`src/rtl/xilinx_pcie_tx_engine.sv`:
```
// rtl/xilinx_pcie_tx_engine.sv - PCIe 128-bit AXIS TX TLP builder: PIO completions arbitrated against split DMA reads
//
// Purpose:
//   Builds single-beat TLPs for the Xilinx 128-bit AXIS TX port.
//   Completions (Cpl/CplD) for PIO reads share the port with DMA memory read
//   requests. DMA descriptors are split into MRRS-aligned MRd32/MRd64 chunks,
//   and each chunk takes one tag from a pool of P_NUM_TAGS tags.
//
// Configuration macro:
//   PCIE_TX_RR_ARB_EN
//     Defined:   round-robin between the completion and DMA sources.
//     Undefined: completions have strict priority over DMA.
//
// Ports:
//   i_clk, i_rst_n            clock, asynchronous active-low reset
//   s_axis_tx_*               AXIS TX beat to the PCIe core (tdata/tkeep/tlast/tvalid/tready)
//   tx_src_dsc                discontinue, tied low
//   completer_id              own requester/completer ID
//   dma_read_*                DMA read descriptor handshake and per-descriptor done pulse
//   tag_alloc_*               pulse with tag and DW length of each MRd sent
//   tag_release_*             completion tracker returns a tag
//   tags_in_flight            number of allocated tags
//   req_*                     PIO completion request and header fields
//   rd_addr, rd_be, rd_data   PIO read-back interface for CplD payload
//   compl_done                pulse after a completion TLP is accepted
module xilinx_pcie_tx_engine #(
    parameter int P_DATA_WIDTH = 128,
    parameter int P_KEEP_WIDTH = P_DATA_WIDTH / 8,
    parameter int P_NUM_TAGS   = 32,
    parameter int P_MRRS_BYTES = 512
) (
    input  logic                    i_clk,
    input  logic                    i_rst_n,
    input  logic                    s_axis_tx_tready,
    output logic [P_DATA_WIDTH-1:0] s_axis_tx_tdata,
    output logic [P_KEEP_WIDTH-1:0] s_axis_tx_tkeep,
    output logic                    s_axis_tx_tlast,
    output logic                    s_axis_tx_tvalid,
    output logic                    tx_src_dsc,
    input  logic [15:0]             completer_id,
    input  logic [63:0]             dma_read_addr,
    input  logic [10:0]             dma_read_len,
    input  logic                    dma_read_valid,
    output logic                    dma_read_ready,
    output logic                    dma_read_done,
    output logic                    tag_alloc_valid,
    output logic [7:0]              tag_alloc_tag,
    output logic [9:0]              tag_alloc_len,
    input  logic                    tag_release_valid,
    input  logic [7:0]              tag_release_tag,
    output logic [8:0]              tags_in_flight,
    input  logic                    req_compl,
    input  logic                    req_compl_wd,
    input  logic [2:0]              req_tc,
    input  logic                    req_td,
    input  logic                    req_ep,
    input  logic [1:0]              req_attr,
    input  logic [9:0]              req_len,
    input  logic [15:0]             req_rid,
    input  logic [7:0]              req_tag,
    input  logic [7:0]              req_be,
    input  logic [31:0]             req_addr,
    output logic [31:0]             rd_addr,
    output logic [3:0]              rd_be,
    input  logic [31:0]             rd_data,
    output logic                    compl_done
);

    localparam int LP_MRRS_LOG2 = $clog2(P_MRRS_BYTES);
    localparam int LP_MRRS_DW   = P_MRRS_BYTES / 4;

    typedef enum logic [1:0] {
        ST_IDLE  = 2'd0,
        ST_SPLIT = 2'd1,
        ST_SEND  = 2'd2
    } state_t;

    state_t                  r_state;
    logic                    r_run;
    logic [127:0]            r_tdata;
    logic [P_KEEP_WIDTH-1:0] r_tkeep;
    logic                    r_tvalid;
    logic [63:0]             r_addr;
    logic [10:0]             r_rem;
    logic                    r_cur_cpl;
    logic                    r_cur_last;
    logic [7:0]              r_cur_tag;
    logic [9:0]              r_cur_len;
    logic [P_NUM_TAGS-1:0]   r_tag_map;
    logic                    r_compl_done;
    logic                    r_tag_alloc_valid;
    logic [7:0]              r_tag_alloc_tag;
    logic [9:0]              r_tag_alloc_len;
    logic                    r_dma_read_done;
`ifdef PCIE_TX_RR_ARB_EN
    logic                    r_last_cpl;
`endif

    logic                    w_in_arb;
    logic                    w_cpl_req;
    logic                    w_hold;
    logic                    w_dma_req;
    logic                    w_dma_ok;
    logic                    w_grant_cpl;
    logic                    w_accept;
    logic                    w_alloc;
    logic                    w_tag_free;
    logic [7:0]              w_free_tag;
    logic [P_NUM_TAGS-1:0]   w_map_next;
    logic [8:0]              w_popcount;
    logic [11:0]             w_bound_dw;
    logic [11:0]             w_chunk;
    logic [63:0]             w_addr_next;
    logic                    w_is64;
    logic [31:0]             w_mrd_dw0;
    logic [31:0]             w_mrd_dw1;
    logic [127:0]            w_mrd_tdata;
    logic [15:0]             w_mrd_tkeep;
    logic [11:0]             w_byte_count;
    logic [1:0]              w_first_off;
    logic [6:0]              w_lower_addr;
    logic [127:0]            w_cpl_tdata;
    logic [15:0]             w_cpl_tkeep;
    logic                    w_unused;

    assign w_unused = ^{req_be[7:4], w_chunk[11]};

    // ---------------------------------------------------------------
    // Arbitration. req_compl is a level held until compl_done; while
    // compl_done is high and req_compl is still asserted nothing is
    // granted, so one request never produces two completions.
    // ---------------------------------------------------------------
    assign w_in_arb  = r_run && (r_state == ST_IDLE || r_state == ST_SPLIT);
    assign w_cpl_req = w_in_arb && req_compl && !r_compl_done;
    assign w_hold    = req_compl && r_compl_done;
    assign w_dma_req = (r_state == ST_IDLE && dma_read_valid) ||
                       (r_state == ST_SPLIT && w_tag_free);

`ifdef PCIE_TX_RR_ARB_EN
    assign w_dma_ok    = !w_hold && (!w_cpl_req || r_last_cpl);
    assign w_grant_cpl = w_cpl_req && !(w_dma_req && r_last_cpl);
`else
    assign w_dma_ok    = !req_compl;
    assign w_grant_cpl = w_cpl_req;
`endif

    assign dma_read_ready = r_run && (r_state == ST_IDLE) && w_dma_ok;
    assign w_accept       = dma_read_ready && dma_read_valid && !w_grant_cpl;
    assign w_alloc        = r_run && (r_state == ST_SPLIT) && w_tag_free &&
                            w_dma_ok && !w_grant_cpl;

    // ---------------------------------------------------------------
    // Tag pool: lowest free tag, next bitmap, popcount.
    // ---------------------------------------------------------------
    always_comb begin
        w_free_tag = 8'd0;
        w_tag_free = 1'b0;
        for (int i = P_NUM_TAGS - 1; i >= 0; i--) begin
            if (!r_tag_map[i]) begin
                w_free_tag = 8'(i);
                w_tag_free = 1'b1;
            end
        end
    end

    // Matching by comparison makes out-of-range releases fall through.
    always_comb begin
        w_map_next = r_tag_map;
        for (int i = 0; i < P_NUM_TAGS; i++) begin
            if (tag_release_valid && tag_release_tag == 8'(i))
                w_map_next[i] = 1'b0;
            if (w_alloc && w_free_tag == 8'(i))
                w_map_next[i] = 1'b1;
        end
    end

    always_comb begin
        w_popcount = 9'd0;
        for (int i = 0; i < P_NUM_TAGS; i++)
            w_popcount = w_popcount + 9'(r_tag_map[i]);
    end

    // ---------------------------------------------------------------
    // Chunking: stop at the next MRRS boundary (also never crosses 4KB).
    // ---------------------------------------------------------------
    assign w_bound_dw  = 12'(LP_MRRS_DW) -
                         {{(14 - LP_MRRS_LOG2){1'b0}}, r_addr[LP_MRRS_LOG2-1:2]};
    assign w_chunk     = ({1'b0, r_rem} < w_bound_dw) ? {1'b0, r_rem} : w_bound_dw;
    assign w_addr_next = r_addr + {50'd0, w_chunk, 2'b00};

    // MRd header; a 1024 DW chunk encodes as length 0 by truncation.
    assign w_is64    = |r_addr[63:32];
    assign w_mrd_dw0 = {1'b0, (w_is64 ? 2'b01 : 2'b00), 5'b00000, 1'b0, 3'b000,
                        4'b0000, 1'b0, 1'b0, 2'b00, 2'b00, w_chunk[9:0]};
    assign w_mrd_dw1 = {completer_id, w_free_tag,
                        ((w_chunk == 12'd1) ? 4'h0 : 4'hF), 4'hF};
    assign w_mrd_tdata = w_is64 ?
        {{r_addr[31:2], 2'b00}, r_addr[63:32], w_mrd_dw1, w_mrd_dw0} :
        {32'd0, {r_addr[31:2], 2'b00}, w_mrd_dw1, w_mrd_dw0};
    assign w_mrd_tkeep = w_is64 ? 16'hFFFF : 16'h0FFF;

    // ---------------------------------------------------------------
    // Completion header.
    // ---------------------------------------------------------------
    assign rd_addr = req_addr;
    assign rd_be   = req_be[3:0];

    always_comb begin
        w_byte_count = 12'd1;
        casez (rd_be)
            4'b1??1:                   w_byte_count = 12'd4;
            4'b01?1, 4'b1?10:          w_byte_count = 12'd3;
            4'b0011, 4'b0110, 4'b1100: w_byte_count = 12'd2;
            default:                   w_byte_count = 12'd1;
        endcase
    end

    always_comb begin
        w_first_off = 2'd0;
        casez (rd_be)
            4'b???1: w_first_off = 2'd0;
            4'b??10: w_first_off = 2'd1;
            4'b?100: w_first_off = 2'd2;
            4'b1000: w_first_off = 2'd3;
            default: w_first_off = 2'd0;
        endcase
    end

    assign w_lower_addr = req_compl_wd ? {req_addr[6:2], w_first_off} : 7'd0;
    assign w_cpl_tdata  = {
        (req_compl_wd ? rd_data : 32'd0),
        {req_rid, req_tag, 1'b0, w_lower_addr},
        {completer_id, 3'b000, 1'b0, w_byte_count},
        {1'b0, (req_compl_wd ? 2'b10 : 2'b00), 5'b01010, 1'b0, req_tc, 4'b0000,
         req_td, req_ep, req_attr, 2'b00, (req_compl_wd ? req_len : 10'd0)}};
    assign w_cpl_tkeep  = req_compl_wd ? 16'hFFFF : 16'h0FFF;

    // ---------------------------------------------------------------
    // FSM with registered outputs.
    // ---------------------------------------------------------------
    always_ff @(posedge i_clk or negedge i_rst_n) begin
        if (!i_rst_n) begin
            r_state           <= ST_IDLE;
            r_run             <= 1'b0;
            r_tdata           <= '0;
            r_tkeep           <= '0;
            r_tvalid          <= 1'b0;
            r_addr            <= '0;
            r_rem             <= '0;
            r_cur_cpl         <= 1'b0;
            r_cur_last        <= 1'b0;
            r_cur_tag         <= '0;
            r_cur_len         <= '0;
            r_tag_map         <= '0;
            r_compl_done      <= 1'b0;
            r_tag_alloc_valid <= 1'b0;
            r_tag_alloc_tag   <= '0;
            r_tag_alloc_len   <= '0;
            r_dma_read_done   <= 1'b0;
`ifdef PCIE_TX_RR_ARB_EN
            r_last_cpl        <= 1'b0;
`endif
        end else begin
            r_run             <= 1'b1;
            r_compl_done      <= 1'b0;
            r_tag_alloc_valid <= 1'b0;
            r_dma_read_done   <= 1'b0;
            r_tag_map         <= w_map_next;
            case (r_state)
                ST_IDLE, ST_SPLIT: begin
                    if (w_grant_cpl) begin
                        r_tdata   <= w_cpl_tdata;
                        r_tkeep   <= w_cpl_tkeep;
                        r_tvalid  <= 1'b1;
                        r_cur_cpl <= 1'b1;
                        r_state   <= ST_SEND;
`ifdef PCIE_TX_RR_ARB_EN
                        r_last_cpl <= 1'b1;
`endif
                    end else if (w_accept) begin
                        r_addr  <= dma_read_addr;
                        r_rem   <= dma_read_len;
                        r_state <= ST_SPLIT;
                    end else if (w_alloc) begin
                        r_tdata    <= w_mrd_tdata;
                        r_tkeep    <= w_mrd_tkeep;
                        r_tvalid   <= 1'b1;
                        r_addr     <= w_addr_next;
                        r_rem      <= r_rem - w_chunk[10:0];
                        r_cur_cpl  <= 1'b0;
                        r_cur_last <= (r_rem == w_chunk[10:0]);
                        r_cur_tag  <= w_free_tag;
                        r_cur_len  <= w_chunk[9:0];
                        r_state    <= ST_SEND;
`ifdef PCIE_TX_RR_ARB_EN
                        r_last_cpl <= 1'b0;
`endif
                    end
                end
                ST_SEND: begin
                    if (s_axis_tx_tready) begin
                        r_tvalid <= 1'b0;
                        if (r_cur_cpl) begin
                            r_compl_done <= 1'b1;
                        end else begin
                            r_tag_alloc_valid <= 1'b1;
                            r_tag_alloc_tag   <= r_cur_tag;
                            r_tag_alloc_len   <= r_cur_len;
                            r_dma_read_done   <= r_cur_last;
                        end
                        r_state <= (r_rem != 11'd0) ? ST_SPLIT : ST_IDLE;
                    end
                end
                default: r_state <= ST_IDLE;
            endcase
        end
    end

    assign s_axis_tx_tdata  = r_tdata;
    assign s_axis_tx_tkeep  = r_tkeep;
    assign s_axis_tx_tvalid = r_tvalid;
    assign s_axis_tx_tlast  = 1'b1;
    assign tx_src_dsc       = 1'b0;
    assign compl_done       = r_compl_done;
    assign tag_alloc_valid  = r_tag_alloc_valid;
    assign tag_alloc_tag    = r_tag_alloc_tag;
    assign tag_alloc_len    = r_tag_alloc_len;
    assign dma_read_done    = r_dma_read_done;
    assign tags_in_flight   = w_popcount;

endmodule

```
`config.mk`:
```
export PLATFORM = sky130hd
export DESIGN_NAME = xilinx_pcie_tx_engine
export DESIGN_NICKNAME = d
export VERILOG_FILES = /design/src/rtl/xilinx_pcie_tx_engine.sv
export SDC_FILE = /design/constraint.sdc
export NUM_CORES = 1
export LEC_CHECK = 0
export CORE_MARGIN = 8
export CORE_UTILIZATION = 55
export DETAILED_ROUTE_END_ITERATION = 8
export DONT_BUFFER_PORTS = 1
export PLACE_DENSITY = 0.69
export SETUP_SLACK_MARGIN = 0.4
export SLEW_MARGIN = 15
export SYNTH_ARGS = -nofsm -noshare
export SYNTH_HDL_FRONTEND = slang
export SYNTH_SLANG_ARGS = --single-unit
```
`constraint.sdc`:
```
create_clock -name i_clk -period 6.9 [get_ports i_clk]
set_input_delay 1.725 -clock i_clk [delete_from_list [all_inputs] [get_ports i_clk]]
set_output_delay 1.725 -clock i_clk [all_outputs]
set_load 0.1 [all_outputs]
```
==> results.ini, run 1 <==
[cells_and_area]
nets = 1808
layout.area.seq_mm2 = 0.00640
post_layout_nonfiller_instances = 1891
area.growth.synth_to_final_pct = 7.91
layout.cells.most_common_list = dfrtp_1, nand2_1, o21ai_0
most_common_cell_after_layout_fill_and_taps_aside = dfrtp_1
drive_above_1_share = 0.0986
number_of_fill_cells_in_the_layout = 2294
multi_input_area_mm2 = 0.00714

[floorplanning]
pin_count = 433
die-area_mm2 = 0.0318
floorplan.core_area_mm2 = 0.0260
initial_utilization = 0.557
die_height_um = 178
rows = 59
floorplan.die.width_um = 178

[timing]
achievable-frequency_mhz = 141
setup_total_negative_slack_ps = -574
grt_setup_unrepaired = yes
min_period_ps = 7090
whs_ps = 467
layout_worst_path_cycle_share = 1.03
post-route-worst-setup-slack_ps = -186
slew_at_the_pin_with_the_worst_max_slew_slack_ps = 1130
timing.final.max_slew_violations = 0
timing.clock.skew_ps = 15.3
final-setup-viol-count = 4
final-hold-violation-count = 0
worst_max_slew_margin_expressed_relative_to_the_limit = 0.244

[clock_network]
clk_transition_reported_paths_ps = 60
cts_sinks = 255
cts_made_buffers = 29
tritoncts = yes
cts-root-buf = clkbuf_16
cts.path.max_buffers = 3
cts.htree.levels = 1
insertion_delay_ps = 560

[place]
buffer_ports.inserted = 0
place.detailed.hpwl_mm = 34.5
dp_cells = 1823
pre_cts_setup_slack_ps = 104
routabilityCongestion = 0.930

[synth]
yosys_warnings = 0
postSynthRegisterBits = 255
synth_ff_type = dfrtp_1
asyncSetResetFlopFracSynth = 1.00
synthesis.area_per_instance_um2 = 9.12
sequential_area_share_after_synthesis = 0.441
cell_area_synth_mm2 = 0.0145
synth_edf_count = 0
synthesis.instances = 1589
ys_types = 76

[global_routing]
antenna_found_initial = 4
gr_util_all_layers = 0.282
grt_start_max_net_pins = 256
first_pass_grt_wire_length_mm = 69.9
grt_pass1_vias = 11900
gr-total-overflow = 0

[setup_path]
worst_r2r_endpoint = r_addr[55]
worstPathArrival_ps = 5360
path_buf_inv = 7
path_common_cell = fa_1
critical_path_required_ps = 5180
worstPathMaxFanout = 2
crit_path_end_kind = output port
critPathTopFamily = adder cells
reg2reg_setup_slack_ps = 1170
cp_slowest_stage_delay_ps = 530
kind_of_start_point_of_the_critical_path = flop
timing_worst_setup_path_type = reg2out
crit_chain = fa_1 -> inv_1 -> fa_1 -> inv_1 -> fa_1 -> inv_1 -> fa_1 -> fa_1 -> fa_1 -> inv_1 -> ha_2 -> inv_2 -> fa_2 -> inv_1 -> a21o_1 -> a21oi_4 -> xnor2_4 -> buf_12
worst_r2r_path_depth = 21
critPathSlowestCell = fa_1
reg2reg_from = r_addr[2]

[run_status]
violated_checks = setup timing
outcome = finished, violations left

[routing]
post-route-drc-count = 0
top_layer_used = met4
drt_first_iter_violations = 1118
final_antenna_net_count = 0
viasPerCell = 6.32
post_drt_wl_per_cell_um = 24.5
dr_total_vias = 12000
met3_wirelength_from_detailed_routing_mm = 4.38
dr_wl_met2_mm = 21.8
postRouteWirelength_mm = 46.4
wirelength_met1_mm = 18.4
drt_first_pass_iters = 5

[min_path]
hold_depth = 1
class_of_the_tightest_hold_or_removal_check = reg2reg
hold_path_startpoint = r_cur_last
whs_endpoint = r_cur_last

[flow_run]
maxCapViolCount = 0

==> routing by layer <==
metal  track usage  up-vias
met3        0.0707      104
met5             0        -
met2         0.458      564
li1              -     5385
met1         0.363     5907
met4        0.0999        0
==> worst max path at each step <==
stage / startpoint / to / depth (start not counted)
finish: r_tag_map[17] / tags_in_flight[4] / 18
global route: r_tag_map[17] / tags_in_flight[4] / 18
CTS: r_tag_map[17] / tags_in_flight[4] / 18
detailed placement: r_tag_map[17] / tags_in_flight[4] / 18
global placement: r_tag_map[17] / tags_in_flight[4] / 18
floorplan: r_tag_map[17] / tags_in_flight[2] / 14
==> metrics by stage <==
| stage | cell area (um2) | util |
|---|---|---|
| floorplan | 14600 | - |
| global placement | 14400 | 0.556 |
| detailed placement | 14400 | 0.556 |
| CTS | 15500 | 0.598 |
| global route | 15600 | 0.602 |
| finish | 15600 | 0.602 |
==> registers in the layout (all words and copies together) (netlist names), 2 cells and up <==
register	flops
s_axis_tx_tkeep	2
r_rem	11
r_state	2
tag_alloc_tag	5
tag_alloc_len	10
r_cur_len	10
s_axis_tx_tdata	110
r_tag_map	32
r_cur_tag	5
r_addr	62
==> kinds of logic after synthesis <==
kind of cell,share of synthesized area
and+or+nand+nor,0.180
AOI/OAI and AO/OA,0.176
DFF,0.441
buffers and inverters,0.0824
adders and majority gates,0.0653
xor gates and xnor gates,0.0357
muxes,0.0194
other,0.000519
==> synth_stat cells (16+ instances only) <==
cell type / count / area [um2]
dfrtp_1: 255 / 6380
nand2_1: 232 / 871
o21ai_0: 146 / 731
a21oi_1: 116 / 581
nor2_1: 88 / 330
buf_4: 78 / 586
inv_1: 69 / 259
a22oi_1: 54 / 405
nand3_1: 48 / 240
clkbuf_1: 45 / 169
ha_1: 34 / 425
nand4_1: 33 / 206
xor2_1: 30 / 263
xnor2_1: 29 / 254
buf_2: 26 / 130
fa_1: 26 / 521
nor3_1: 26 / 130
nor4_1: 21 / 131
and3_1: 16 / 100
mux2_2: 16 / 180
==> area by class of cell <==
type                    instances  area share
well taps                     335      0.0268
flip-flops and latches        255       0.409
multi-input cells            1133       0.457
clock buffers                  39      0.0520
repair buffers                 41      0.0257
diodes                          4    0.000640
clock inverters                15      0.0122
inverters                      69      0.0166
==> worst register-to-register path, cell delays in order, from the launching register on <==
cell,delay [ps]
dfrtp_1,630
inv_1,170
ha_1,270
nand3b_1,110
xor2_1,210
inv_1,80
ha_1,260
or2_2,260
a211oi_1,280
a21oi_1,70
buf_4,200
mux2i_1,470
inv_1,90
ha_1,390
nand3_1,90
o22ai_1,300
o211ai_1,250
o21ai_2,170
buf_4,240
nand3_1,400
or4_1,620
nand3_1,90
==> repair_timing <==
action	4_1_cts	5_1_grt
endpoints found under the setup margin	5	6
resized for setup	18	8
hold buffers	0	0
pin swaps	4	9
setup buffers	5	5
Power of run 1 is not shown: default switching activity piles up to over one toggle a cycle in this logic, so the estimate is an artifact.
==> inputs of run 2 (changes only) <==
--- a/config.mk
+++ b/config.mk
@@ -11,6 +11,7 @@
 export DONT_BUFFER_PORTS = 1
 export PLACE_DENSITY = 0.69
 export SETUP_SLACK_MARGIN = 0.4
+export SKIP_CTS_REPAIR_TIMING = 1
 export SLEW_MARGIN = 15
 export SYNTH_ARGS = -nofsm -noshare
 export SYNTH_HDL_FRONTEND = slang
==> run 2 against run 1 <==
  * The flow still finishes with violations (setup timing)
  * Register-to-register slack about the same
  * Flip-flop and latch count unchanged
  * Critical path depth unchanged
  * Cell area about the same
  * Via count down 0.12%
  * Routed wire length about the same
  * Hold slack about the same
  * Critical path type unchanged
  * Largest cell class unchanged
==> results.ini, run 2 (synthesized netlist as in run 1, its figures left out) <==
[global_routing]
gr-total-overflow = 0  ; unchanged
grt_start_max_net_pins = 256  ; unchanged
gr_util_all_layers = 0.282  ; -0.000364
grt_pass1_vias = 11900  ; -0.11%
first_pass_grt_wire_length_mm = 69.8  ; -0.13%
antenna_found_initial = 4  ; unchanged

[floorplanning]
pin_count = 433  ; unchanged
die_height_um = 178  ; unchanged
floorplan.die.width_um = 178  ; unchanged
floorplan.core_area_mm2 = 0.0260  ; unchanged
initial_utilization = 0.557  ; unchanged
rows = 59  ; unchanged
die-area_mm2 = 0.0318  ; unchanged

[clock_network]
cts.path.max_buffers = 3  ; unchanged
cts.htree.levels = 1  ; unchanged
tritoncts = yes
insertion_delay_ps = 560  ; about the same
cts-root-buf = clkbuf_16
cts_made_buffers = 29  ; unchanged
clk_transition_reported_paths_ps = 60  ; about the same
cts_sinks = 255  ; unchanged

[setup_path]
path_common_cell = inv_2
critPathSlowestCell = fa_1
worstPathArrival_ps = 5370  ; about the same
worst_r2r_path_depth = 21  ; unchanged
kind_of_start_point_of_the_critical_path = flop
crit_path_end_kind = output port
reg2reg_setup_slack_ps = 1180  ; about the same
critPathTopFamily = adder cells
critPathLaunch = r_tag_map[17]
critical_path_required_ps = 5180  ; about the same
cp_slowest_stage_delay_ps = 560  ; +30 ps
path_buf_inv = 7  ; unchanged
cell_depth_of_the_worst_setup_path = 18  ; unchanged
crit_chain = fa_1 -> inv_2 -> fa_2 -> inv_2 -> fa_1 -> inv_1 -> fa_2 -> fa_1 -> fa_2 -> inv_2 -> ha_4 -> inv_2 -> fa_2 -> inv_2 -> a21o_1 -> a21oi_4 -> xnor2_4 -> buf_12
crit_end = tags_in_flight[4]
worstPathMaxFanout = 5  ; +3
timing_worst_setup_path_type = reg2out
reg2reg_from = r_addr[2]
worst_r2r_endpoint = r_addr[55]

[flow_run]
maxCapViolCount = 0  ; unchanged

[routing]
dr_total_vias = 11900  ; -0.12%
dr_wl_met2_mm = 21.8  ; about the same
top_layer_used = met4
post_drt_wl_per_cell_um = 24.6  ; +0.14%
post-route-drc-count = 0  ; unchanged
wirelength_met1_mm = 18.3  ; -0.72%
drt_first_pass_iters = 5  ; unchanged
postRouteWirelength_mm = 46.4  ; about the same
met3_wirelength_from_detailed_routing_mm = 4.51  ; +3.0%
viasPerCell = 6.33  ; about the same
final_antenna_net_count = 0  ; unchanged
drt_first_iter_violations = 981  ; -12%

[timing]
final-setup-viol-count = 4  ; unchanged
grt_setup_unrepaired = yes
whs_ps = 467  ; +0.0150 ps
achievable-frequency_mhz = 141  ; -0.14%
slew_at_the_pin_with_the_worst_max_slew_slack_ps = 1130  ; -2.37 ps
timing.final.max_slew_violations = 0  ; unchanged
final-hold-violation-count = 0  ; unchanged
timing.clock.skew_ps = 15.1  ; -0.227 ps
worst_max_slew_margin_expressed_relative_to_the_limit = 0.245  ; +0.00158
layout_worst_path_cycle_share = 1.03  ; +0.00146
post-route-worst-setup-slack_ps = -196  ; -10.1 ps
min_period_ps = 7100  ; +10.1 ps

[place]
routabilityCongestion = 0.930  ; unchanged
dp_cells = 1823  ; unchanged
pre_cts_setup_slack_ps = 104  ; unchanged
buffer_ports.inserted = 0  ; unchanged
place.detailed.hpwl_mm = 34.5  ; unchanged

[run_status]
outcome = finished, violations left
violated_checks = setup timing

[cells_and_area]
layout.cells.most_common_list = dfrtp_1, nand2_1, o21ai_0
most_common_cell_after_layout_fill_and_taps_aside = dfrtp_1
nets = 1805  ; -0.17%
drive_above_1_share = 0.103  ; +0.00471
post_layout_nonfiller_instances = 1888  ; -0.16%
largest_register_ff_count = 110  ; unchanged
area.growth.synth_to_final_pct = 7.86  ; about the same

[min_path]
class_of_the_tightest_hold_or_removal_check = reg2reg
hold_depth = 1  ; unchanged

==> run 2: cell type report <==
class | instances | area [um2]
Antenna cell | 4 | 10.0
Clock buffer | 39 | 813
Clock inverter | 15 | 190
Fill cell | 2302 | 10400
Inverter | 69 | 259
Multi-Input combinational cell | 1133 | 7160
Sequential cell | 255 | 6400
Tap cell | 335 | 419
Timing Repair Buffer | 38 | 375
==> run 2: layer usage <==
metal,global-route usage,vias up
li1,-,5378
met1,0.364,5879
met2,0.457,586
met3,0.0694,103
met4,0.0999,0
met5,0,-
==> run 2: worst min-delay path by stage <==
stage	start	to	slack (ps)
5_1_grt	r_cur_last	r_cur_last	500
2_1_floorplan	r_cur_last	r_cur_last	440
3_3_place_gp	r_cur_last	r_cur_last	450
6_report	r_cur_last	r_cur_last	470
3_5_place_dp	r_cur_last	r_cur_last	460
4_1_cts	r_cur_last	r_cur_last	470
==> run 2: per-stage QoR <==
step	setup TNS [ps]	utilization	cell area, um2
final	-409	0.601	15600
after global routing	-890	0.601	15600
after CTS	-1270	0.594	15400
after detailed placement	0	0.556	14400
after global placement	0	0.556	14400
after floorplan	0	-	14600
Power of run 2 is left out for the same reason.
